**src/rtl/cc3000_apb_spi_host.sv**
```systemverilog
// APB3 slave bridging Cortex-M3 software to the CC3000 SPI port: TX/RX FIFOs plus a mode-1 shift engine.
// Optional macro CC3000_SPI_INTR_EN enables the INTEN register and the registered FABINT output.
module cc3000_apb_spi_host #(
  parameter int DATA_W     = 8,
  parameter int FIFO_DEPTH = 8,
  parameter int ADDR_W     = 8,
  parameter int CLKDIV_RST = 4
) (
  input  logic              SYSCLK,
  input  logic              NSYSRESET,
  input  logic              PSEL,
  input  logic              PENABLE,
  input  logic              PWRITE,
  input  logic [ADDR_W-1:0] PADDR,
  input  logic [31:0]       PWDATA,
  output logic [31:0]       PRDATA,
  output logic              PREADY,
  output logic              PSLVERR,
  output logic              SPI_SCLK,
  output logic              SPI_MOSI,
  input  logic              SPI_MISO,
  output logic              SPI_CS_N,
  input  logic              SPI_IRQ_N,
  output logic              FABINT
);
  localparam int AW = $clog2(FIFO_DEPTH);
  localparam int BW = $clog2(DATA_W);

  typedef enum logic [2:0] {IDLE, LOAD, LEAD, TRAIL, DONE} st_t;
  st_t state, state_n;

  logic              en, cs, rxovf, irqfall;
  logic [7:0]        clkdiv, div_cnt;
  logic [BW-1:0]     bit_cnt;
  logic [DATA_W-1:0] shifter;
  logic              sclk_q, mosi_q;
  logic [2:0]        irq_sync;
  logic              irq_fall;

  logic [DATA_W-1:0] tx_mem [FIFO_DEPTH];
  logic [DATA_W-1:0] rx_mem [FIFO_DEPTH];
  logic [AW:0]       tx_wp, tx_rp, rx_wp, rx_rp;
  logic              tx_full, tx_empty, rx_full, rx_empty;
  logic              tx_push, tx_pop, rx_push, rx_pop, rx_done, busy, half_done;
  logic [DATA_W-1:0] tx_head;

  // APB decode; the two address LSBs never take part in the match
  logic              acc, wr, rd, mapped;
  logic              sel_ctrl, sel_stat, sel_tx, sel_rx, sel_inten;
  logic [ADDR_W-1:0] a;
  logic [31:0]       status;
  logic              unused_bits;

  assign unused_bits = ^{PWDATA[31:16], PADDR[1:0]};
  assign acc       = PSEL & PENABLE;
  assign wr        = acc & PWRITE;
  assign rd        = acc & ~PWRITE;
  assign a         = {PADDR[ADDR_W-1:2], 2'b00};
  assign sel_ctrl  = (a == ADDR_W'(8'h00));
  assign sel_stat  = (a == ADDR_W'(8'h04));
  assign sel_tx    = (a == ADDR_W'(8'h08));
  assign sel_rx    = (a == ADDR_W'(8'h0C));
  assign sel_inten = (a == ADDR_W'(8'h10));
  assign mapped    = sel_ctrl | sel_stat | sel_tx | sel_rx | sel_inten;

  assign PREADY  = 1'b1;
  assign PSLVERR = acc & (~mapped | (PWRITE & sel_tx & tx_full) | (~PWRITE & sel_rx & rx_empty));

  assign tx_full  = (tx_wp[AW] != tx_rp[AW]) && (tx_wp[AW-1:0] == tx_rp[AW-1:0]);
  assign tx_empty = (tx_wp == tx_rp);
  assign rx_full  = (rx_wp[AW] != rx_rp[AW]) && (rx_wp[AW-1:0] == rx_rp[AW-1:0]);
  assign rx_empty = (rx_wp == rx_rp);
  assign tx_head  = tx_mem[tx_rp[AW-1:0]];

  assign tx_push  = wr & sel_tx & ~tx_full;
  assign rx_pop   = rd & sel_rx & ~rx_empty;
  assign rx_push  = rx_done & ~rx_full;
  assign irq_fall = irq_sync[2] & ~irq_sync[1];

  assign status = {24'b0, irqfall, rxovf, irq_sync[1], busy, rx_empty, rx_full, tx_empty, tx_full};

`ifdef CC3000_SPI_INTR_EN
  logic [2:0] inten;
  logic       fabint_q;
  always_ff @(posedge SYSCLK) begin
    if (!NSYSRESET) begin
      inten    <= '0;
      fabint_q <= 1'b0;
    end else begin
      if (wr & sel_inten) inten <= PWDATA[2:0];
      fabint_q <= |(inten & {irqfall, ~rx_empty, tx_empty});
    end
  end
  assign FABINT = fabint_q;
`else
  assign FABINT = 1'b0;
`endif

  always_comb begin
    PRDATA = '0;
    if (rd) begin
      if (sel_ctrl)      PRDATA = {16'b0, clkdiv, 6'b0, cs, en};
      else if (sel_stat) PRDATA = status;
      else if (sel_rx && !rx_empty) PRDATA = 32'(rx_mem[rx_rp[AW-1:0]]);
`ifdef CC3000_SPI_INTR_EN
      else if (sel_inten) PRDATA = {29'b0, inten};
`endif
    end
  end

  // Control and sticky status; a fresh event wins over a same-cycle W1C
  always_ff @(posedge SYSCLK) begin
    if (!NSYSRESET) begin
      en       <= 1'b0;
      cs       <= 1'b0;
      clkdiv   <= 8'(CLKDIV_RST);
      rxovf    <= 1'b0;
      irqfall  <= 1'b0;
      irq_sync <= '1;
    end else begin
      irq_sync <= {irq_sync[1:0], SPI_IRQ_N};
      if (wr & sel_ctrl) begin
        en     <= PWDATA[0];
        cs     <= PWDATA[1];
        clkdiv <= PWDATA[15:8];
      end
      if (rx_done & rx_full)            rxovf <= 1'b1;
      else if (wr & sel_stat & PWDATA[6]) rxovf <= 1'b0;
      if (irq_fall)                      irqfall <= 1'b1;
      else if (wr & sel_stat & PWDATA[7]) irqfall <= 1'b0;
    end
  end

  always_ff @(posedge SYSCLK) begin
    if (!NSYSRESET) begin
      tx_wp <= '0;
      tx_rp <= '0;
      rx_wp <= '0;
      rx_rp <= '0;
    end else begin
      if (tx_push) tx_wp <= tx_wp + 1'b1;
      if (tx_pop)  tx_rp <= tx_rp + 1'b1;
      if (rx_push) rx_wp <= rx_wp + 1'b1;
      if (rx_pop)  rx_rp <= rx_rp + 1'b1;
    end
  end

  always_ff @(posedge SYSCLK) begin
    if (tx_push) tx_mem[tx_wp[AW-1:0]] <= PWDATA[DATA_W-1:0];
    if (rx_push) rx_mem[rx_wp[AW-1:0]] <= shifter;
  end

  // Engine FSM
  always_ff @(posedge SYSCLK) begin
    if (!NSYSRESET) state <= IDLE;
    else            state <= state_n;
  end

  assign half_done = (div_cnt == clkdiv);

  always_comb begin
    state_n = state;
    case (state)
      IDLE:  if (en && !tx_empty) state_n = LOAD;
      LOAD:  state_n = LEAD;
      LEAD:  if (half_done) state_n = TRAIL;
      TRAIL: if (half_done) state_n = (bit_cnt == BW'(DATA_W-1)) ? DONE : LEAD;
      DONE:  state_n = (en && !tx_empty) ? LOAD : IDLE;
      default: state_n = IDLE;
    endcase
  end

  always_comb begin
    tx_pop  = (state == LOAD);
    rx_done = (state == DONE);
    busy    = (state != IDLE);
  end

  // Shift datapath: MOSI changes with the rising SCLK, MISO captured at the falling one
  always_ff @(posedge SYSCLK) begin
    if (!NSYSRESET) begin
      div_cnt <= '0;
      bit_cnt <= '0;
      shifter <= '0;
      sclk_q  <= 1'b0;
      mosi_q  <= 1'b0;
    end else begin
      div_cnt <= ((state == LEAD || state == TRAIL) && state_n == state) ? div_cnt + 1'b1 : '0;
      sclk_q  <= (state_n == LEAD);
      case (state)
        LOAD: begin
          shifter <= tx_head;
          bit_cnt <= '0;
          mosi_q  <= tx_head[DATA_W-1];
        end
        LEAD: if (state_n == TRAIL) shifter <= {shifter[DATA_W-2:0], SPI_MISO};
        TRAIL: if (state_n == LEAD) begin
          bit_cnt <= bit_cnt + 1'b1;
          mosi_q  <= shifter[DATA_W-1];
        end
        default: ;
      endcase
    end
  end

  assign SPI_SCLK = sclk_q;
  assign SPI_MOSI = mosi_q;
  assign SPI_CS_N = ~cs;
endmodule

```
**config.mk**
```make
export PLATFORM = sky130hd
export DESIGN_NAME = cc3000_apb_spi_host
export DESIGN_NICKNAME = d
export VERILOG_FILES = /design/src/rtl/cc3000_apb_spi_host.sv
export SDC_FILE = /design/constraint.sdc
export NUM_CORES = 1
export LEC_CHECK = 0
export CAP_MARGIN = 30
export CORE_UTILIZATION = 56
export DETAILED_ROUTE_END_ITERATION = 16
export MAX_ROUTING_LAYER = met4
export PLACE_DENSITY = 0.9
export RECOVER_POWER = 100
export SYNTH_ARGS = -nofsm -noshare
export SYNTH_HDL_FRONTEND = slang
export SYNTH_SLANG_ARGS = --single-unit
```
**constraint.sdc**
```tcl
create_clock -name SYSCLK -period 2.8 [get_ports SYSCLK]
set_input_delay 0.56 -clock SYSCLK [delete_from_list [all_inputs] [get_ports SYSCLK]]
set_output_delay 0.56 -clock SYSCLK [all_outputs]
set_load 0.01 [all_outputs]
```
==> impl_results.html <==
<table>
<tr><th>Metric</th><th>Value</th></tr>
<tr><th colspan="2">Synthesis</th></tr>
<tr><td>Cell with the most instances after synthesis</td><td>sky130_fd_sc_hd__edfxtp_1</td></tr>
<tr><td>Leading post-synthesis cells by instance count</td><td>sky130_fd_sc_hd__edfxtp_1 (128), sky130_fd_sc_hd__dfxtp_1 (61), sky130_fd_sc_hd__nor2_1 (47), sky130_fd_sc_hd__mux4_2 (31)</td></tr>
<tr><td>Post-synth design cell area</td><td>7980 sq um</td></tr>
<tr><td>Count of flip-flops with a built-in enable after synthesis</td><td>128</td></tr>
<tr><td>Cell types occupying the most area after synthesis</td><td>sky130_fd_sc_hd__edfxtp_1 (48%), sky130_fd_sc_hd__dfxtp_1 (15%), sky130_fd_sc_hd__mux4_2 (8.8%)</td></tr>
<tr><td>Yosys warning count</td><td>0</td></tr>
<tr><td>Portion of synthesized cell area occupied by the leading cell type</td><td>0.482</td></tr>
<tr><td>Library cells used by synthesis</td><td>52</td></tr>
<tr><td>Sequential fraction of the synthesis area</td><td>0.635</td></tr>
<tr><td>Most area-hungry cell type in the Yosys netlist</td><td>sky130_fd_sc_hd__edfxtp_1</td></tr>
<tr><td>Ys async rst share</td><td>0</td></tr>
<tr><td>Number of standard cells after synthesis</td><td>566</td></tr>
<tr><td>Post-synth top flop</td><td>sky130_fd_sc_hd__edfxtp_1</td></tr>
<tr><td>Count of state elements after synthesis</td><td>189</td></tr>
<tr><td>Average footprint of a synthesized cell</td><td>14.1 sq um</td></tr>
<tr><th colspan="2">Detailed routing</th></tr>
<tr><td>Initial DRC Count</td><td>450</td></tr>
<tr><td>DR pass1 iterations</td><td>6</td></tr>
<tr><td>Post-route antenna net violation count</td><td>0</td></tr>
<tr><td>Ratio of routed vias to standard cells</td><td>5.99</td></tr>
<tr><td>Top layer reached by signal wires</td><td>met4</td></tr>
<tr><td>Via Count</td><td>5081</td></tr>
<tr><td>Post-DR wirelength/cell</td><td>21.0 um</td></tr>
<tr><td>Metal1 wirelength</td><td>6.93 mm</td></tr>
<tr><td>Count of unresolved DRC violations after routing</td><td>0</td></tr>
<tr><td>Routed met2 length</td><td>9.44 mm</td></tr>
<tr><td>Length of routed met3 wiring</td><td>1.18 mm</td></tr>
<tr><td>Routed Wire Length</td><td>17.8 mm</td></tr>
<tr><th colspan="2">STA</th></tr>
<tr><td>Clock period minus worst slack</td><td>2.76 ns</td></tr>
<tr><td>Transition time of the tightest slew-check pin</td><td>0.752 ns</td></tr>
<tr><td>Hold violation count in the final report</td><td>0</td></tr>
<tr><td>Unrepaired setup endpoints after global routing</td><td>no</td></tr>
<tr><td>Final Max Tran Viols</td><td>0</td></tr>
<tr><td>Max transition margin</td><td>0.498</td></tr>
<tr><td>Fin Clk Skew</td><td>0.0119 ns</td></tr>
<tr><td>Setup tns final</td><td>0 ns</td></tr>
<tr><td>Final hold slack</td><td>0.435 ns</td></tr>
<tr><td>Final worst setup slack</td><td>0.0428 ns</td></tr>
<tr><td>Setup violation total in the final timing report</td><td>0</td></tr>
<tr><td>Final period util</td><td>0.985</td></tr>
<tr><td>Maximum frequency from static timing analysis</td><td>0.363 GHz</td></tr>
<tr><th colspan="2">Final layout</th></tr>
<tr><td>Layout area overhead</td><td>19.0%</td></tr>
<tr><td>Final net count</td><td>709</td></tr>
<tr><td>Layout filler cell count</td><td>880</td></tr>
<tr><td>Final cell count without fillers</td><td>848</td></tr>
<tr><td>Antenna cells</td><td>0</td></tr>
<tr><td>Post-route standard cell area excluding fillers</td><td>9490 sq um</td></tr>
<tr><td>Fraction of final layout cells sized beyond drive strength 1</td><td>0.223</td></tr>
<tr><th colspan="2">Floorplanning</th></tr>
<tr><td>Core area</td><td>13900 sq um</td></tr>
<tr><td>Die Wd</td><td>121 um</td></tr>
<tr><td>Overall die height</td><td>121 um</td></tr>
<tr><td>Starting Density</td><td>0.575</td></tr>
<tr><td>Number of top-level design ports</td><td>85</td></tr>
<tr><td>DIE AREA</td><td>14700 sq um</td></tr>
<tr><td>Std-Cell Rows</td><td>43</td></tr>
<tr><th colspan="2">Pwr</th></tr>
<tr><td>LEAKAGE</td><td>3.26 nW</td></tr>
<tr><td>Clk pwr share</td><td>0.431</td></tr>
<tr><td>Worst IR Drop VDD</td><td>0.619 mV</td></tr>
<tr><td>Switching power of the nets</td><td>0.00109 W</td></tr>
<tr><td>Proportion of power drawn by flip-flops and latches</td><td>0.546</td></tr>
<tr><td>Gate power share</td><td>0.023</td></tr>
<tr><td>Internal power component</td><td>0.00434 W</td></tr>
<tr><td>Sw Ratio</td><td>0.200</td></tr>
<tr><td>Areal power density over the cells</td><td>571 nW/um^2</td></tr>
<tr><th colspan="2">CTS</th></tr>
<tr><td>Number of buffers on the longest clock path</td><td>2</td></tr>
<tr><td>Hold-fix buffers at CTS</td><td>0</td></tr>
<tr><td>Number of sinks on the clock net</td><td>189</td></tr>
<tr><td>Clock network latency to the later pin of the worst-skew pair</td><td>0.43 ns</td></tr>
<tr><td>Number of clock buffers inserted by TritonCTS</td><td>17</td></tr>
<tr><td>Number of levels the H-tree was split into</td><td>4</td></tr>
<tr><td>CTS tree</td><td>built</td></tr>
<tr><td>Clock root cell</td><td>sky130_fd_sc_hd__clkbuf_16</td></tr>
<tr><td>Clock transition at the registers of the reported paths</td><td>0.07 ns</td></tr>
<tr><th colspan="2">Placed design</th></tr>
<tr><td>Worst slack, placed</td><td>-0.468 ns</td></tr>
<tr><td>Final RePlAce weighted congestion</td><td>0.832</td></tr>
<tr><td>Instance area at placement</td><td>8830 sq um</td></tr>
<tr><td>Count of buffers inserted at the top-level ports</td><td>48</td></tr>
<tr><td>Placed wire-length estimate</td><td>11.3 mm</td></tr>
<tr><td>Placed cells</td><td>808</td></tr>
<tr><th colspan="2">Global route</th></tr>
<tr><td>Via count of the first global-routing pass</td><td>5141</td></tr>
<tr><td>Initial antenna violation count</td><td>0</td></tr>
<tr><td>Largest net degree at the start of global routing</td><td>22</td></tr>
<tr><td>Total overflow reported by the global router</td><td>0</td></tr>
<tr><td>Global-route wire length before repair</td><td>27.0 mm</td></tr>
<tr><td>GRT Resource Usage Total</td><td>0.263</td></tr>
<tr><th colspan="2">Setup path</th></tr>
<tr><td>Max incr delay on CP</td><td>0.51 ns</td></tr>
<tr><td>Nature of the critical path endpoint</td><td>output port</td></tr>
<tr><td>Worst Setup Path Type</td><td>register to output port</td></tr>
<tr><td>Slowest stage cell, crit path</td><td>sky130_fd_sc_hd__mux4_2</td></tr>
<tr><td>Worst-path fanout max</td><td>8</td></tr>
<tr><td>Critical path launch point type</td><td>register</td></tr>
<tr><td>Data arrival, critical path</td><td>2.20 ns</td></tr>
<tr><td>Chain of cells forming the critical path</td><td>clkbuf_16, mux4_2, mux2_2, nand3_1, a21oi_2, buf_2</td></tr>
<tr><td>Worst Path Required</td><td>2.24 ns</td></tr>
<tr><th colspan="2">Job</th></tr>
<tr><td>Count of max-cap constraint violations</td><td>0</td></tr>
<tr><th colspan="2">Run status</th></tr>
<tr><td>Result of the run</td><td>finished clean</td></tr>
<tr><th colspan="2">Worst hold path</th></tr>
<tr><td>Hold WC Path Type</td><td>register to register</td></tr>
</table>
[power by group through the flow]
stage	logic (W)	clock network, W	registers, W
3_3_place_gp	0.000115	0	0.00302
2_1_floorplan	0.0000583	0	0.00302
4_1_cts	0.000124	0.00235	0.00296
6_report	0.000125	0.00234	0.00296
3_5_place_dp	0.000120	0	0.00302
5_1_grt	0.000134	0.00247	0.00296
[flip-flops by register name (all words and copies together) (netlist names), named ones only]
signal	count
en	1
irq_sync	3
rx_wp	4
rx_mem	64
shifter	8
tx_rp	4
state	3
SPI_MOSI	1
rx_rp	4
bit_cnt	3
tx_wp	4
div_cnt	8
cs	1
clkdiv	8
irqfall	1
tx_mem	64
SPI_SCLK	1
rxovf	1
[stage by stage]
step / power [W] / util
2_1_floorplan: 0.00308 / -
3_3_place_gp: 0.00314 / 0.635
3_5_place_dp: 0.00314 / 0.636
4_1_cts: 0.00544 / 0.680
5_1_grt: 0.00557 / 0.684
6_report: 0.00542 / 0.684
[worst max-delay path: cells and delay by family (launching register included)]
kind | cells | cell delay, ns
muxes | 2 | 0.82
AOI/OAI and AO/OA | 1 | 0.08
and+or+nand+nor | 1 | 0.14
buffers and inverters | 2 | 0.34
DFF | 1 | 0.39
[layout by cell type (no fill, tap or decap), drive strengths merged, types with 3 or more instances in the layout]
cell / synthesis / routed
xnor2: 11 / 11
nor2: 47 / 47
clkdlybuf4s15: 0 / 3
nor2b: 4 / 4
dlygate4sd3: 0 / 9
o22ai: 8 / 8
clkbuf: 12 / 22
clkinv: 0 / 6
o21ai: 12 / 12
ha: 7 / 7
inv: 5 / 6
nand2b: 16 / 16
dlygate4sd2: 0 / 11
nor3: 11 / 11
a21oi: 13 / 13
edfxtp: 128 / 128
or2: 4 / 4
buf: 34 / 56
nor4: 4 / 4
xor2: 22 / 22
clkinvlp: 0 / 5
o22a: 3 / 3
nand2: 30 / 30
a2bb2oi: 3 / 3
and3: 12 / 12
nand3: 31 / 31
mux2i: 15 / 15
o31ai: 8 / 8
conb: 2 / 18
or3b: 3 / 3
clkdlybuf4s50: 0 / 16
dfxtp: 61 / 61
a31oi: 4 / 4
mux4: 31 / 31
and2: 3 / 3
nand4: 4 / 4
[final timing paths]
kind / start / to / slack, ns / cells past startpoint
max: register / PRDATA[1] / 0.04 / 6
min reg2reg: irq_sync[0]$_SDFF_PN1_ / irq_sync[1]$_SDFF_PN1_ / 0.44 / 1
min: irq_sync[0]$_SDFF_PN1_ / irq_sync[1]$_SDFF_PN1_ / 0.44 / 1
max reg2reg: state[2]$_SDFF_PN0_ / rx_mem[7][3]$_DFFE_PP_ / 0.57 / 4
[per-layer routing]
layer / track usage / up-vias
met5: - / -
met4: 0.103 / 0
met3: 0.0672 / 28
met2: 0.438 / 235
met1: 0.304 / 2546
li1: - / 2272
[kinds of logic (layout without fill, tap and decap cells)]
kind of cell / count (synthesis) / after routing / share of synthesized area
other cells: 2 / 18 / 0.000942
fa+ha+maj: 7 / 7 / 0.0110
flops: 189 / 189 / 0.635
simple gates: 178 / 178 / 0.121
buf+inv: 51 / 137 / 0.0364
compound gates: 58 / 58 / 0.0485
xor+xnor: 33 / 33 / 0.0381
mux: 48 / 48 / 0.109
[final cells by class]
cell class,instances,area [sq um],share of cell area
clock buffers,19,475,0.0501
inverters,5,18.8,0.00198
flip-flops and latches,189,5070,0.534
repair buffers,100,868,0.0915
clock inverters,13,113,0.0119
multi-input cells,342,2720,0.287
well taps,180,225,0.0237
[what timing repair did]
| action | in CTS | in global routing |
|---|---|---|
| endpoints found under the setup margin | 17 | 5 |
| pin swaps | 5 | 3 |
| buffers inserted | 5 | 2 |
| gates cloned | 0 | 1 |
| gates resized for setup | 55 | 8 |
(Power assumes the default switching activity.)
